<file path="config.mk">
export PLATFORM = sky130hd
export DESIGN_NAME = exe_stage_module_flat
export DESIGN_NICKNAME = d
export VERILOG_FILES = /design/src/rtl/exe_stage_module_pkg.sv /design/src/rtl/exe_stage_module_if.sv /design/src/rtl/exe_stage_module_val2_generator.sv /design/src/rtl/exe_stage_module.sv /design/src/flat_wrapper.sv
export SDC_FILE = /design/constraint.sdc
export NUM_CORES = 1
export LEC_CHECK = 0
export CAP_MARGIN = 20
export CORE_ASPECT_RATIO = 1.4
export CORE_MARGIN = 3
export CORE_UTILIZATION = 66
export CTS_CLUSTER_DIAMETER = 100
export DETAILED_ROUTE_END_ITERATION = 6
export DONT_BUFFER_PORTS = 1
export GPL_TIMING_DRIVEN = 1
export HOLD_SLACK_MARGIN = 0.02
export MAX_ROUTING_LAYER = met4
export PLACE_DENSITY = 0.84
export SETUP_SLACK_MARGIN = 0.1
export SYNTH_ARGS = -nofsm -noshare
export SYNTH_HDL_FRONTEND = slang
export SYNTH_HIERARCHICAL = 1
export SYNTH_SLANG_ARGS = --single-unit
</file>
<file path="constraint.sdc">
create_clock -name clk -period 11 [get_ports clk]
set_input_delay 2.2 -clock clk [delete_from_list [all_inputs] [get_ports clk]]
set_output_delay 2.2 -clock clk [all_outputs]
set_load 0.005 [all_outputs]
</file>
<file path="src/rtl/exe_stage_module_pkg.sv">
// Shared widths, exec-command and shift-type codes, and NZCV layout for the
// execute stage.
package exe_stage_module_pkg;

    localparam int ADDRESS_LEN               = 32;
    localparam int REGISTER_FILE_LEN         = 32;
    localparam int EXEC_COMMAND_LEN          = 4;
    localparam int SHIFT_OPERAND_LEN         = 12;
    localparam int SIGNED_IMM_LEN            = 24;
    localparam int REGISTER_FILE_ADDRESS_LEN = 4;
    localparam int STATUS_REG_LEN            = 4;

    localparam logic [EXEC_COMMAND_LEN-1:0] CMD_MOV = 4'b0001;
    localparam logic [EXEC_COMMAND_LEN-1:0] CMD_ADD = 4'b0010;
    localparam logic [EXEC_COMMAND_LEN-1:0] CMD_ADC = 4'b0011;
    localparam logic [EXEC_COMMAND_LEN-1:0] CMD_SUB = 4'b0100;
    localparam logic [EXEC_COMMAND_LEN-1:0] CMD_SBC = 4'b0101;
    localparam logic [EXEC_COMMAND_LEN-1:0] CMD_AND = 4'b0110;
    localparam logic [EXEC_COMMAND_LEN-1:0] CMD_ORR = 4'b0111;
    localparam logic [EXEC_COMMAND_LEN-1:0] CMD_EOR = 4'b1000;
    localparam logic [EXEC_COMMAND_LEN-1:0] CMD_MVN = 4'b1001;

    typedef enum logic [1:0] {
        SHIFT_LSL = 2'b00,
        SHIFT_LSR = 2'b01,
        SHIFT_ASR = 2'b10,
        SHIFT_ROR = 2'b11
    } shift_type_e;

    localparam logic [1:0] SRC_MEM_ALU = 2'b01;
    localparam logic [1:0] SRC_WB      = 2'b10;

    typedef struct packed {
        logic n;
        logic z;
        logic c;
        logic v;
    } nzcv_t;

    function automatic logic [REGISTER_FILE_LEN-1:0] ror32(
        input logic [REGISTER_FILE_LEN-1:0] value,
        input logic [4:0]                   amount
    );
        logic [2*REGISTER_FILE_LEN-1:0] doubled;
        doubled = {value, value} >> amount;
        return doubled[REGISTER_FILE_LEN-1:0];
    endfunction

endpackage

</file>
<file path="src/rtl/exe_stage_module_if.sv">
// ID/EXE inputs and EXE/MEM, IF, ID return paths of the execute stage.
interface exe_stage_module_if;
    import exe_stage_module_pkg::*;

    logic                                 wb_en_in;
    logic                                 mem_r_en_in;
    logic                                 mem_w_en_in;
    logic                                 b_in;
    logic                                 s_in;
    logic                                 imm_in;
    logic [EXEC_COMMAND_LEN-1:0]          exec_cmd_in;
    logic [ADDRESS_LEN-1:0]               pc_in;
    logic [REGISTER_FILE_LEN-1:0]         val_r_n_in;
    logic [REGISTER_FILE_LEN-1:0]         val_r_m_in;
    logic [SHIFT_OPERAND_LEN-1:0]         shift_operand_in;
    logic [SIGNED_IMM_LEN-1:0]            signed_imm_24_in;
    logic [REGISTER_FILE_ADDRESS_LEN-1:0] dest_in;
    logic [1:0]                           sel_src_1;
    logic [1:0]                           sel_src_2;
    logic [REGISTER_FILE_LEN-1:0]         wb_value;

    logic                                 branch_taken;
    logic [ADDRESS_LEN-1:0]               branch_address;
    logic [STATUS_REG_LEN-1:0]            status_reg_out;
    logic                                 wb_en_out;
    logic                                 mem_r_en_out;
    logic                                 mem_w_en_out;
    logic [REGISTER_FILE_LEN-1:0]         alu_result_out;
    logic [REGISTER_FILE_LEN-1:0]         val_r_m_out;
    logic [REGISTER_FILE_ADDRESS_LEN-1:0] dest_out;

    modport slave (
        input  wb_en_in, mem_r_en_in, mem_w_en_in, b_in, s_in, imm_in,
        input  exec_cmd_in, pc_in, val_r_n_in, val_r_m_in, shift_operand_in,
        input  signed_imm_24_in, dest_in, sel_src_1, sel_src_2, wb_value,
        output branch_taken, branch_address, status_reg_out,
        output wb_en_out, mem_r_en_out, mem_w_en_out,
        output alu_result_out, val_r_m_out, dest_out
    );

    modport master (
        output wb_en_in, mem_r_en_in, mem_w_en_in, b_in, s_in, imm_in,
        output exec_cmd_in, pc_in, val_r_n_in, val_r_m_in, shift_operand_in,
        output signed_imm_24_in, dest_in, sel_src_1, sel_src_2, wb_value,
        input  branch_taken, branch_address, status_reg_out,
        input  wb_en_out, mem_r_en_out, mem_w_en_out,
        input  alu_result_out, val_r_m_out, dest_out
    );

endinterface

</file>
<file path="src/rtl/exe_stage_module_val2_generator.sv">
// Second-operand generator: rotated immediate, sign-extended memory offset,
// or immediate-shifted register.
module val2_generator
    import exe_stage_module_pkg::*;
(
    input  logic                         imm,
    input  logic                         mem_en,
    input  logic [SHIFT_OPERAND_LEN-1:0] shift_operand,
    input  logic [REGISTER_FILE_LEN-1:0] val_r_m,
    output logic [REGISTER_FILE_LEN-1:0] val2
);

    logic [4:0]                   imm_rotate;
    logic [4:0]                   shift_amount;
    logic signed [REGISTER_FILE_LEN-1:0] val_r_m_signed;
    logic                         unused_reg_shift_bit;

    assign imm_rotate     = {shift_operand[11:8], 1'b0};
    assign shift_amount   = shift_operand[11:7];
    assign val_r_m_signed = val_r_m;
    // Shift amount always comes from the immediate field; bit 4 is ignored.
    assign unused_reg_shift_bit = shift_operand[4];

    always_comb begin
        // NOTE: every path assigns val2 before the branches so no latch is inferred.
        val2 = val_r_m;
        if (imm) begin
            val2 = ror32({24'b0, shift_operand[7:0]}, imm_rotate);
        end else if (mem_en) begin
            val2 = {{(REGISTER_FILE_LEN-SHIFT_OPERAND_LEN){shift_operand[11]}}, shift_operand};
        end else begin
            case (shift_type_e'(shift_operand[6:5]))
                SHIFT_LSL: val2 = val_r_m << shift_amount;
                SHIFT_LSR: val2 = val_r_m >> shift_amount;
                SHIFT_ASR: val2 = val_r_m_signed >>> shift_amount;
                SHIFT_ROR: val2 = ror32(val_r_m, shift_amount);
                default:   val2 = val_r_m;
            endcase
        end
    end

endmodule

</file>
<file path="src/rtl/exe_stage_module.sv">
// Execute stage: operand forwarding, Val2, ALU, NZCV register, branch target and
// EXE/MEM register. Macro FORWARDING_EN enables the sel_src_1/sel_src_2 muxes.
module exe_stage_module
    import exe_stage_module_pkg::*;
(
    input  logic              clk,
    input  logic              rst,
    exe_stage_module_if.slave bus
);

    logic [REGISTER_FILE_LEN-1:0] op1;
    logic [REGISTER_FILE_LEN-1:0] fwd_m;
    logic [REGISTER_FILE_LEN-1:0] val2;
    logic [REGISTER_FILE_LEN-1:0] alu_result;
    logic [REGISTER_FILE_LEN-1:0] addend_b;
    logic [REGISTER_FILE_LEN:0]   sum;
    logic                         add_cin;
    logic                         is_arith;
    logic                         cmd_valid;
    nzcv_t                        status_q;
    nzcv_t                        status_next;

`ifdef FORWARDING_EN
    always_comb begin
        case (bus.sel_src_1)
            SRC_MEM_ALU: op1 = bus.alu_result_out;
            SRC_WB:      op1 = bus.wb_value;
            default:     op1 = bus.val_r_n_in;
        endcase
        case (bus.sel_src_2)
            SRC_MEM_ALU: fwd_m = bus.alu_result_out;
            SRC_WB:      fwd_m = bus.wb_value;
            default:     fwd_m = bus.val_r_m_in;
        endcase
    end
`else
    logic unused_forwarding;
    assign op1   = bus.val_r_n_in;
    assign fwd_m = bus.val_r_m_in;
    assign unused_forwarding = &{1'b0, bus.sel_src_1, bus.sel_src_2, bus.wb_value};
`endif

    val2_generator u_val2_generator (
        .imm           (bus.imm_in),
        .mem_en        (bus.mem_r_en_in | bus.mem_w_en_in),
        .shift_operand (bus.shift_operand_in),
        .val_r_m       (fwd_m),
        .val2          (val2)
    );

    // Subtraction is op1 + ~Val2 + carry so one 33-bit adder covers all four arithmetic ops.
    always_comb begin
        alu_result = '0;
        addend_b   = '0;
        add_cin    = 1'b0;
        is_arith   = 1'b0;
        cmd_valid  = 1'b1;
        case (bus.exec_cmd_in)
            CMD_MOV: alu_result = val2;
            CMD_MVN: alu_result = ~val2;
            CMD_ADD: begin is_arith = 1'b1; addend_b = val2;  add_cin = 1'b0;       end
            CMD_ADC: begin is_arith = 1'b1; addend_b = val2;  add_cin = status_q.c; end
            CMD_SUB: begin is_arith = 1'b1; addend_b = ~val2; add_cin = 1'b1;       end
            CMD_SBC: begin is_arith = 1'b1; addend_b = ~val2; add_cin = status_q.c; end
            CMD_AND: alu_result = op1 & val2;
            CMD_ORR: alu_result = op1 | val2;
            CMD_EOR: alu_result = op1 ^ val2;
            default: cmd_valid  = 1'b0;
        endcase

        sum = {1'b0, op1} + {1'b0, addend_b} + {{REGISTER_FILE_LEN{1'b0}}, add_cin};
        if (is_arith) begin
            alu_result = sum[REGISTER_FILE_LEN-1:0];
        end

        status_next = status_q;
        if (cmd_valid) begin
            status_next.n = alu_result[REGISTER_FILE_LEN-1];
            status_next.z = (alu_result == '0);
            if (is_arith) begin
                status_next.c = sum[REGISTER_FILE_LEN];
                status_next.v = (op1[REGISTER_FILE_LEN-1] == addend_b[REGISTER_FILE_LEN-1]) &&
                                (sum[REGISTER_FILE_LEN-1] != op1[REGISTER_FILE_LEN-1]);
            end
        end
    end

    assign bus.branch_taken   = bus.b_in;
    assign bus.branch_address = bus.pc_in +
        {{(ADDRESS_LEN-SIGNED_IMM_LEN-2){bus.signed_imm_24_in[SIGNED_IMM_LEN-1]}},
         bus.signed_imm_24_in, 2'b00};
    assign bus.status_reg_out = status_q;

    always_ff @(posedge clk or posedge rst) begin
        if (rst) begin
            // NOTE: sequential state uses non-blocking assignments so all flops update together.
            status_q           <= '0;
            bus.wb_en_out      <= 1'b0;
            bus.mem_r_en_out   <= 1'b0;
            bus.mem_w_en_out   <= 1'b0;
            bus.alu_result_out <= '0;
            bus.val_r_m_out    <= '0;
            bus.dest_out       <= '0;
        end else begin
            if (bus.s_in) begin
                status_q <= status_next;
            end
            bus.wb_en_out      <= bus.wb_en_in;
            bus.mem_r_en_out   <= bus.mem_r_en_in;
            bus.mem_w_en_out   <= bus.mem_w_en_in;
            bus.alu_result_out <= alu_result;
            bus.val_r_m_out    <= fwd_m;
            bus.dest_out       <= bus.dest_in;
        end
    end

endmodule

</file>
<file path="src/flat_wrapper.sv">
// flat-port wrapper written by rule: the top's interface ports become plain ports
module exe_stage_module_flat import exe_stage_module_pkg::*;
  (clk, rst, bus_wb_en_in, bus_mem_r_en_in, bus_mem_w_en_in, bus_b_in, bus_s_in, bus_imm_in, bus_exec_cmd_in, bus_pc_in, bus_val_r_n_in, bus_val_r_m_in, bus_shift_operand_in, bus_signed_imm_24_in, bus_dest_in, bus_sel_src_1, bus_sel_src_2, bus_wb_value, bus_branch_taken, bus_branch_address, bus_status_reg_out, bus_wb_en_out, bus_mem_r_en_out, bus_mem_w_en_out, bus_alu_result_out, bus_val_r_m_out, bus_dest_out);
  exe_stage_module_if bus_i ();
  input  logic clk;
  input  logic rst;
  input wire logic [$bits(bus_i.wb_en_in)-1:0] bus_wb_en_in;
  input wire logic [$bits(bus_i.mem_r_en_in)-1:0] bus_mem_r_en_in;
  input wire logic [$bits(bus_i.mem_w_en_in)-1:0] bus_mem_w_en_in;
  input wire logic [$bits(bus_i.b_in)-1:0] bus_b_in;
  input wire logic [$bits(bus_i.s_in)-1:0] bus_s_in;
  input wire logic [$bits(bus_i.imm_in)-1:0] bus_imm_in;
  input wire logic [$bits(bus_i.exec_cmd_in)-1:0] bus_exec_cmd_in;
  input wire logic [$bits(bus_i.pc_in)-1:0] bus_pc_in;
  input wire logic [$bits(bus_i.val_r_n_in)-1:0] bus_val_r_n_in;
  input wire logic [$bits(bus_i.val_r_m_in)-1:0] bus_val_r_m_in;
  input wire logic [$bits(bus_i.shift_operand_in)-1:0] bus_shift_operand_in;
  input wire logic [$bits(bus_i.signed_imm_24_in)-1:0] bus_signed_imm_24_in;
  input wire logic [$bits(bus_i.dest_in)-1:0] bus_dest_in;
  input wire logic [$bits(bus_i.sel_src_1)-1:0] bus_sel_src_1;
  input wire logic [$bits(bus_i.sel_src_2)-1:0] bus_sel_src_2;
  input wire logic [$bits(bus_i.wb_value)-1:0] bus_wb_value;
  output wire logic [$bits(bus_i.branch_taken)-1:0] bus_branch_taken;
  output wire logic [$bits(bus_i.branch_address)-1:0] bus_branch_address;
  output wire logic [$bits(bus_i.status_reg_out)-1:0] bus_status_reg_out;
  output wire logic [$bits(bus_i.wb_en_out)-1:0] bus_wb_en_out;
  output wire logic [$bits(bus_i.mem_r_en_out)-1:0] bus_mem_r_en_out;
  output wire logic [$bits(bus_i.mem_w_en_out)-1:0] bus_mem_w_en_out;
  output wire logic [$bits(bus_i.alu_result_out)-1:0] bus_alu_result_out;
  output wire logic [$bits(bus_i.val_r_m_out)-1:0] bus_val_r_m_out;
  output wire logic [$bits(bus_i.dest_out)-1:0] bus_dest_out;
  assign bus_i.wb_en_in = bus_wb_en_in;
  assign bus_i.mem_r_en_in = bus_mem_r_en_in;
  assign bus_i.mem_w_en_in = bus_mem_w_en_in;
  assign bus_i.b_in = bus_b_in;
  assign bus_i.s_in = bus_s_in;
  assign bus_i.imm_in = bus_imm_in;
  assign bus_i.exec_cmd_in = bus_exec_cmd_in;
  assign bus_i.pc_in = bus_pc_in;
  assign bus_i.val_r_n_in = bus_val_r_n_in;
  assign bus_i.val_r_m_in = bus_val_r_m_in;
  assign bus_i.shift_operand_in = bus_shift_operand_in;
  assign bus_i.signed_imm_24_in = bus_signed_imm_24_in;
  assign bus_i.dest_in = bus_dest_in;
  assign bus_i.sel_src_1 = bus_sel_src_1;
  assign bus_i.sel_src_2 = bus_sel_src_2;
  assign bus_i.wb_value = bus_wb_value;
  assign bus_branch_taken = bus_i.branch_taken;
  assign bus_branch_address = bus_i.branch_address;
  assign bus_status_reg_out = bus_i.status_reg_out;
  assign bus_wb_en_out = bus_i.wb_en_out;
  assign bus_mem_r_en_out = bus_i.mem_r_en_out;
  assign bus_mem_w_en_out = bus_i.mem_w_en_out;
  assign bus_alu_result_out = bus_i.alu_result_out;
  assign bus_val_r_m_out = bus_i.val_r_m_out;
  assign bus_dest_out = bus_i.dest_out;
  exe_stage_module u_core (.clk(clk), .rst(rst), .bus(bus_i));
endmodule
</file>
# Yosys cells after proc, flatten, opt, wreduce, memory -nomap -nowiden
# Cells that the tools add are included.
[word_totals]
regBits = 75
word_cells = 56
[op_classes]
add_sub_neg = 3
eq_ne = 14
shifts = 5
n_mux = 9
bitwise_logic = 5
reduce_logical = 10
[op_table]
columns = ["operator", "n"]
rows = [
  ["32-bit case mux with 5 select lines", 1],
  ["32-bit case mux with 4 select lines", 1],
  ["32-bit 2-to-1 mux", 3],
  ["32-bit case mux with 2 select lines", 1],
  ["64-bit by 5-bit >> shifter with 32-bit output", 1],
  ["40-bit by 5-bit >> shifter with 32-bit output", 1],
  ["32-bit by 32-bit adder with 33-bit output", 1],
  ["33-bit by 1-bit adder with 33-bit output", 1],
  ["32-bit adder", 1],
  ["32-bit AND", 1],
  ["32-bit logical NOT", 1],
  ["32-bit inverter", 1],
  ["32-bit bitwise OR", 1],
  ["32-bit by 5-bit << shifter with 32-bit output", 1],
  ["32-bit by 5-bit >> shifter with 32-bit output", 1],
  ["32-bit by 5-bit >>> shifter with 32-bit output", 1],
  ["32-bit bitwise XOR", 1],
  ["4-bit by 3-bit equality test with 1-bit output (second input constant)", 4],
  ["9-bit OR reduction", 1],
  ["4-bit by 2-bit equality test with 1-bit output (second input constant)", 2],
  ["4-bit equality test (second input constant)", 2],
  ["2-bit OR reduction", 3],
  ["2-bit equality test (second input constant)", 2],
  ["4-bit by 1-bit equality test with 1-bit output (second input constant)", 1],
  ["other kinds (11)", 12],
]

# Longest topological paths before layout
# Gate-level depths: netlist of the first run.
[logic_depth]
depth_word = 10
depth_mapped = 26

# Hierarchy
# Netlist of the first run, hierarchy kept.
[by_module_without_submodules]
columns = ["module", "instances", "cells_each", "area_each_um2"]
rows = [
  ["exe_stage_module", 1, 982, 8020.2],
  ["val2_generator", 1, 815, 5875.6],
]

# Least setup slack after synthesis of the first run
# OpenSTA, ideal clock, no wires.
[synth_timing]
path_kind = "in2reg"
start = "in bus_shift_operand_in[8]"
end = "reg u_core.status_q, in the netlist u_core/bus.status_reg_out[2]"
setup_ns = 0.092
arrival_ns = 7.342
path_slack_ns = 3.566
cell_stages = 25
cell_sequence = "buf_6 -> buf_6 -> buf_6 -> buf_8 -> buf_6 -> nand2_1 -> a32oi_1 -> nand3_1 -> nor2_1 -> a211oi_1 -> o41ai_1 -> o21ai_0 -> fa_1 -> fa_1 -> a211oi_1 -> o21bai_1 -> o2111ai_1 -> nand3_1 -> xnor2_1 -> o21ai_0 -> or3_1 -> nor4_2 -> and4b_1 -> nand4b_1 -> o31ai_2"
[synth_via]
elab_chain_cells = 10
[synth_lines]
columns = ["item", "line_no", "source"]
rows = [
  ["start: declaration", "flat_wrapper.sv:17", "input wire logic [$bits(bus_i.shift_operand_in)-1:0] bus_shift_operand_in;"],
  ["64-bit by 5-bit >> shifter with 32-bit output (tied with other cells)", "exe_stage_module_pkg.sv:45", "doubled = {value, value} >> amount;"],
  ["32-bit case mux with 4 select lines", "exe_stage_module_val2_generator.sv:32", "case (shift_type_e'(shift_operand[6:5]))"],
  ["32-bit 2-to-1 mux", "exe_stage_module_val2_generator.sv:29", "end else if (mem_en) begin"],
  ["32-bit 2-to-1 mux *", "exe_stage_module_val2_generator.sv:27", "if (imm) begin"],
  ["net u_core.val2[0]", "exe_stage_module.sv:13", "logic [REGISTER_FILE_LEN-1:0] val2;"],
  ["32-bit inverter", "exe_stage_module.sv:63, exe_stage_module.sv:64", ""],
  ["32-bit case mux with 2 select lines *", "exe_stage_module.sv:58", "case (bus.exec_cmd_in)"],
  ["32-bit by 32-bit adder with 33-bit output *", "exe_stage_module.sv:71", "sum = {1'b0, op1} + {1'b0, addend_b} + {{REGISTER_FILE_LEN{1'b0}}, add_cin};"],
  ["33-bit by 1-bit adder with 33-bit output *", "exe_stage_module.sv:71", ""],
  ["32-bit 2-to-1 mux *", "exe_stage_module.sv:72", "if (is_arith) begin"],
  ["net u_core.alu_result[14]", "exe_stage_module.sv:14", "logic [REGISTER_FILE_LEN-1:0] alu_result;"],
  ["32-bit logical NOT *", "exe_stage_module.sv:79", "status_next.z = (alu_result == '0);"],
  ["end signal: assignment", "exe_stage_module.sv:106", "status_q <= status_next;"],
  ["end: declaration", "exe_stage_module.sv:20", "nzcv_t status_q;"],
]
# Mark *: on every way through the listed nets, which the timed path passes. The rest lies on a longest branch.
# A chain may end at the register's enable or synchronous reset.

# Worst setup path after layout of the first run
# Ends and elaborated chain as after synthesis.

==> run_results.csv, run 1 <==
group,metric,value,unit
final_layout,fin_util,68.0,%
synthesis,ys_top_cells_by_area,"dfrtp_1 (14%), ha_1 (11%), mux2i_1 (6.4%)",
global_route,antenna_found_initial,0,
timing,fin_crit_sh,70.9,%
drt,drt-total-wl,56800,um
timing,layout_min_cycle_time,7.79,ns
clocking,clock-sinks,75,
drt,vias,15455,
power_and_ir_drop,power_leakage,6.00,nW
synthesis,syn-num-nets,2108,
final_layout,finalNonFillerCells,1948,
synthesis,synthTopCellsByCount,"nand2_1 (152), a21oi_1 (140), nor2_1 (137)",
synthesis,yosysMostFrequentCell,"nand2_1",
setup_path,cp_cell_sequence,"or2_0 -> nor2_1 -> mux2i_1 -> a21oi_1 -> a2111oi_0 -> o41ai_1 -> o21ai_0 -> ha_1 -> nand2_1 -> or3_1 -> a211o_1 -> and4_4 -> or3_4 -> a211oi_2 -> nand4b_1 -> nor4_2 -> and4b_1 -> nand4b_1 -> o31ai_2",
final_layout,diodes,0,
global_route,grt_pass1_wl,84200,um
setup_path,crit_top_cell,"nand4b_1",
synthesis,async_flop_share,100,%
drt,wl_per_cell,29.2,um
setup_path,critPathTopFamily,"simple AND/OR/NAND/NOR gates",
floorplan,start_util,67.3,%
floorplan,die-area,22900,um2
global_route,grt_max_degree,116,
synthesis,yosys.area.top_type,"dfrtp_1",
placement,placed_cells,1930,
clocking,insertion_delay,0.36,ns
timing,hold_violations,0,
power_and_ir_drop,total_power,1.30,mW
clocking,cts_buffer_depth,2,
placement,portBuffers,0,
floorplan,fp-row-count,62,
global_route,grt_pass1_vias,14478,
global_route,track_usage,49.2,%
setup_path,required,11.28,ns
timing,layout_setup_ws,3.21,ns
clocking,cts_resized,0,
synthesis,ys_warn_count,6,
clocking,numCtsBuffers,9,
synthesis,synth_top_flop_cell,"dfrtp_1",
placement,place_hpwl,41200,um
timing,drv_slew,0,
final_layout,synthToLayoutAreaGrowth,0.909,%
clocking,clk_pin_slew,0.06,ns
floorplan,dieHeight,178,um
setup_path,startpoint_type,"primary input",
setup_path,crit_slowest_cell,"o41ai_1",
flow_run,maxCapViolCount,0,
clocking,cts_hold_buf,0,
power_and_ir_drop,cellPowerDensity,92.6,nW/um2
synthesis,netlist.area_leader.share,13.5,%
clocking,clock-root-buffer,"clkbuf_16",
timing,setup-violations-final,0,
timing,fmax,0.128,GHz
clocking,cts_tree,"done",
setup_path,max_stage_delay,0.97,ns
final_layout,final.fill_count,1636,
drt,dr.first_iter.drc_count,2182,
setup_path,critPathArrivalTime,8.07,ns
final_layout,nets,1998,
power_and_ir_drop,ir_drop,0.0691,mV
drt,drcViolationCount,0,
synthesis,ys_ff_latch,75,
timing,tightestPinTransition,1.15,ns
setup_path,worstSetupPathType,"in2reg",
placement,gp_congestion,1.11,
synthesis,ys_types,98,
synthesis,postSynthCellCount,1797,
drt,via_per_inst,7.93,
setup_path,cp-end-kind,"flip-flop",
synthesis,synth_edf_count,0,
timing,clock_skew,0.00923,ns
timing,tns,0,ns
timing,rsz0062_at_grt,"no",
floorplan,core-area,20600,um2
floorplan,io_pins,292,
timing,slew_headroom,23.3,%
setup_path,critPathBufInv,0,
clocking,postCtsSetupRepairBufs,0,
final_layout,multiInputGateArea,11000,um2
drt,antenna_left,0,
clocking,htree_levels,3,
synthesis,synth_area,13900,um2
floorplan,dieWidth,129,um
setup_path,cp_max_fo,115,
synthesis,avgSynthCellArea,7.73,um2
placement,dpl_worst_slack,2.82,ns
synthesis,ys_seq_area_share,13.5,%
global_route,grt_overflow,0,
drt,drt_pass1_iterations,7,
final_layout,ff_latch_area,1880,um2
min_path,hold_path.class,"reg2reg",
run_status,status,"finished clean",
final_layout,drive_gt1_share,7.45,%
-- cell type report --
cell class                 instances  area share, %
clock buffer                      11           1.73
clock inverter                     5          0.714
multi-input combinational       1482           78.2
inverter                          99           2.66
sequential                        75           13.4
tap                              256           2.28
timing repair buffer              20           1.05
-- routing by layer --
metal,routed length [um],share of wire [%],vias to the layer above,track usage (%)
met5,0,0,-,-
met1,19000,33,7177,54.2
li1,-,-,6527,-
met4,5600,9.9,0,36.5
met2,25500,45,1355,76.4
met3,6700,12,396,12.4
-- power by group --
group / switching (mW) / internal, mW
logic: 0.387 / 0.239
registers: 0.0145 / 0.303
clock network: 0.128 / 0.227
-- tightest hold or removal path, stage by stage, from the launching register on --
cell and delay [ns]:
dfrtp_1 0.36, nand2_1 0.07, o31ai_2 0.06
-- final timing paths --
path                                         startpoint                            end  slack, ns  cells after the start
min                        u_core/bus.status_reg_out[2]   u_core/bus.status_reg_out[2]       0.53                      2
max in group asynchronous                           rst  u_core/bus.alu_result_out[16]       8.26                      2
min in group asynchronous                           rst         u_core/bus.dest_out[3]       1.81                      1
min reg2reg                u_core/bus.status_reg_out[2]   u_core/bus.status_reg_out[2]       0.53                      2
max reg2reg                u_core/bus.status_reg_out[1]   u_core/bus.status_reg_out[2]       6.36                     15
max                             bus_shift_operand_in[8]   u_core/bus.status_reg_out[2]       3.21                     19
-- sequential cells by signal, summed over array words and instances, names as in the netlist --
register and flops:
u_core/bus.mem_w_en_out 1, u_core/bus.alu_result_out 32, u_core/bus.wb_en_out 1, u_core/bus.dest_out 4
u_core/bus.status_reg_out 4, u_core/bus.mem_r_en_out 1, u_core/bus.val_r_m_out 32
-- cells by family (layout without fill, tap and decap cells) --
kind of cell | count (synthesis) | count (layout) | synth area share [%]
DFF | 75 | 75 | 13.5
and+or+nand+nor | 464 | 464 | 15.6
AOI/OAI and AO/OA | 644 | 644 | 31.2
xor gates and xnor gates | 84 | 84 | 5.29
buffers and inverters | 240 | 135 | 7.64
muxes | 163 | 163 | 15.2
adders and majority gates | 127 | 127 | 11.6
-- cells in the final DEF, fill, tap and decap left out, drive strengths merged, types with 37 or more instances in the layout --
cell,n
nand2,154
a21oi,140
nor2,137
o21ai,134
ha,124
inv,97
mux2i,89
dfrtp,75
xnor2,44
a22oi,42
xor2,40
mux2,40
nand3,37
-- per-stage QoR --
| step | cell area [um2] | hold WS (ns) |
|---|---|---|
| floorplan | 13900 | 0.473 |
| global placement | 13700 | 0.498 |
| detailed placement | 13700 | 0.520 |
| CTS | 14000 | 0.533 |
| global route | 14000 | 0.553 |
| finish | 14000 | 0.526 |
Power figures use the tool's default switching activity.
==> inputs of run 2 (changes only) <==
clock period = 8.1 ns   (was 11 ns; I/O delays follow)
==> run 2 against run 1 <==
  * The run now ends with design-rule violations left
  * Wire length rose by 0.92%
  * Via count down 0.38%
  * Clock power increased by 25%
  * Sequential power up 36%
  * Sequential share of layout area down 0.087 points
  * Core utilization up 0.44 points
  * Largest cell class unchanged
  * Clock-buffer cell count rose by 1
  * Total power up 34%
  * First-iteration DRC count increased by 8.0%
  * Die area unchanged
  * Register-to-register slack got worse by 3.0 ns
  * Setup slack got worse by 2.5 ns
==> run_results.csv, run 2 (synthesized netlist as in run 1, its figures left out) <==
group,metric,value,unit
global_route,grt_overflow,0,
setup_path,startpoint_type,"primary input",
setup_path,cp_max_fo,110,
clocking,numCtsBuffers,9,
floorplan,dieHeight,178,um
run_status,status,"finished with violations",
placement,gp_congestion,1.12,
drt,drt_pass1_iterations,7,
clocking,clk_pin_slew,0.06,ns
setup_path,worstSetupPathType,"in2reg",
timing,slew_headroom,13.0,%
clocking,postCtsSetupRepairBufs,0,
setup_path,crit_slowest_cell,"o41ai_1",
final_layout,drive_gt1_share,8.37,%
drt,drcViolationCount,2,
timing,clock_skew,0.00953,ns
placement,place_hpwl,41800,um
final_layout,final.fill_count,1630,
floorplan,io_pins,292,
final_layout,nets,2014,
setup_path,critPathTopFamily,"compound AO/OA/AOI/OAI gates",
timing,fin_crit_sh,91.7,%
floorplan,core-area,20600,um2
timing,drv_slew,0,
global_route,grt_pass1_vias,14704,
min_path,hold_path.class,"reg2reg",
floorplan,dieWidth,129,um
timing,tightestPinTransition,1.29,ns
timing,tns,0,ns
clocking,insertion_delay,0.36,ns
clocking,clock-sinks,75,
min_path,hold_start,"u_core/bus.status_reg_out[3]",
drt,dr.first_iter.drc_count,2357,
clocking,cts_resized,0,
setup_path,cp-end-kind,"flip-flop",
timing,layout_setup_ws,0.670,ns
flow_run,maxCapViolCount,0,
power_and_ir_drop,cellPowerDensity,123,nW/um2
power_and_ir_drop,ir_drop,0.0986,mV
global_route,grt_max_degree,116,
timing,layout_min_cycle_time,7.43,ns
clocking,htree_levels,3,
run_status,failed_checks,"design-rule violations",
setup_path,critPathArrivalTime,7.71,ns
drt,via_per_inst,7.84,
placement,placed_cells,1946,
final_layout,synthToLayoutAreaGrowth,1.57,%
clocking,cts_buffer_depth,2,
final_layout,layout_common_cells,"nand2_1 (152), a21oi_1 (140), nor2_1 (136), ha_1 (124), o21ai_0 (117)",
drt,wl_per_cell,29.2,um
floorplan,fp-row-count,62,
final_layout,reg.largest.list,"u_core/bus.alu_result_out (32), u_core/bus.val_r_m_out (32)",
timing,hold_violations,0,
setup_path,r2r_start,"u_core/bus.status_reg_out[1]",
setup_path,critPathBufInv,0,
drt,vias,15397,
power_and_ir_drop,total_power,1.74,mW
min_path,holdPathStages,2,
final_layout,final_common_cell,"nand2_1",
timing,fmax,0.135,GHz
clocking,cts_tree,"done",
clocking,cts_hold_buf,0,
placement,portBuffers,0,
global_route,antenna_found_initial,0,
placement,dpl_worst_slack,0.638,ns
setup_path,critPathLaunch,"bus_shift_operand_in[9]",
drt,antenna_left,0,
global_route,track_usage,49.7,%
setup_path,max_stage_delay,0.79,ns
timing,setup-violations-final,0,
setup_path,path_depth,20,
final_layout,diodes,0,
floorplan,start_util,67.3,%
setup_path,reg2reg_depth,15,
power_and_ir_drop,power_leakage,6.06,nW
setup_path,cp_cell_sequence,"and2_1 -> a32oi_1 -> nand3_1 -> nor2_1 -> a211oi_1 -> o41ai_1 -> o21ai_0 -> fa_1 -> fa_1 -> a211oi_1 -> o21bai_1 -> o2111ai_1 -> nand3_1 -> xnor2_1 -> o21ai_0 -> or3_1 -> nor4_2 -> and4b_1 -> nand4b_1 -> o31ai_2",
final_layout,fin_util,68.4,%
drt,drt-total-wl,57300,um
clocking,clock-root-buffer,"clkbuf_16",
final_layout,finalNonFillerCells,1964,
global_route,grt_pass1_wl,85400,um
timing,rsz0062_at_grt,"no",
floorplan,die-area,22900,um2
setup_path,required,8.38,ns
[run 2: cell count changes in the layout (fill, tap and decap cells not counted)]
cell and change:
buf_4 +16, bufinv_16 -2, clkbuf_8 +2, clkbuf_1 -1, clkinvlp_4 +1
[run 2: final cells by class]
type,count,area (um2),share of cell area (%)
multi-input combinational,1482,11000,77.7
sequential,75,1880,13.3
inverter,99,373,2.64
tap,256,320,2.27
timing repair buffer,36,268,1.90
clock buffer,12,267,1.89
clock inverter,4,47.5,0.337
[run 2: per-layer routing]
metal,share of wire [%],GRT usage (%)
met3,11,10.9
met2,46,78.1
met5,0,-
met1,34,54.9
met4,9.4,36.5
[run 2: path summary, 6_finish.rpt]
kind                                                 to  slack [ns]
min in group asynchronous     u_core/bus.val_r_m_out[2]        1.22
max reg2reg                u_core/bus.status_reg_out[2]        3.33
max in group asynchronous  u_core/bus.status_reg_out[2]        5.92
max                        u_core/bus.status_reg_out[2]        0.67
min reg2reg                u_core/bus.status_reg_out[3]        0.52
min                        u_core/bus.status_reg_out[3]        0.52
[run 2: tightest hold or removal path: stages, from the launching register on]
cell	delay, ns
dfrtp_1	0.37
nand2_1	0.05
o21ai_0	0.06
[run 2: power by group]
part	switching, mW	internal, mW
Combinational	0.529	0.331
Sequential	0.0203	0.411
Clock	0.180	0.263
Total	0.730	1.01
[run 2: stage by stage]
step	cell area (um2)	hold slack, ns
detailed placement	13800	0.505
global placement	13800	0.498
CTS	14100	0.519
floorplan	13900	0.473
finish	14100	0.518
global route	14100	0.530
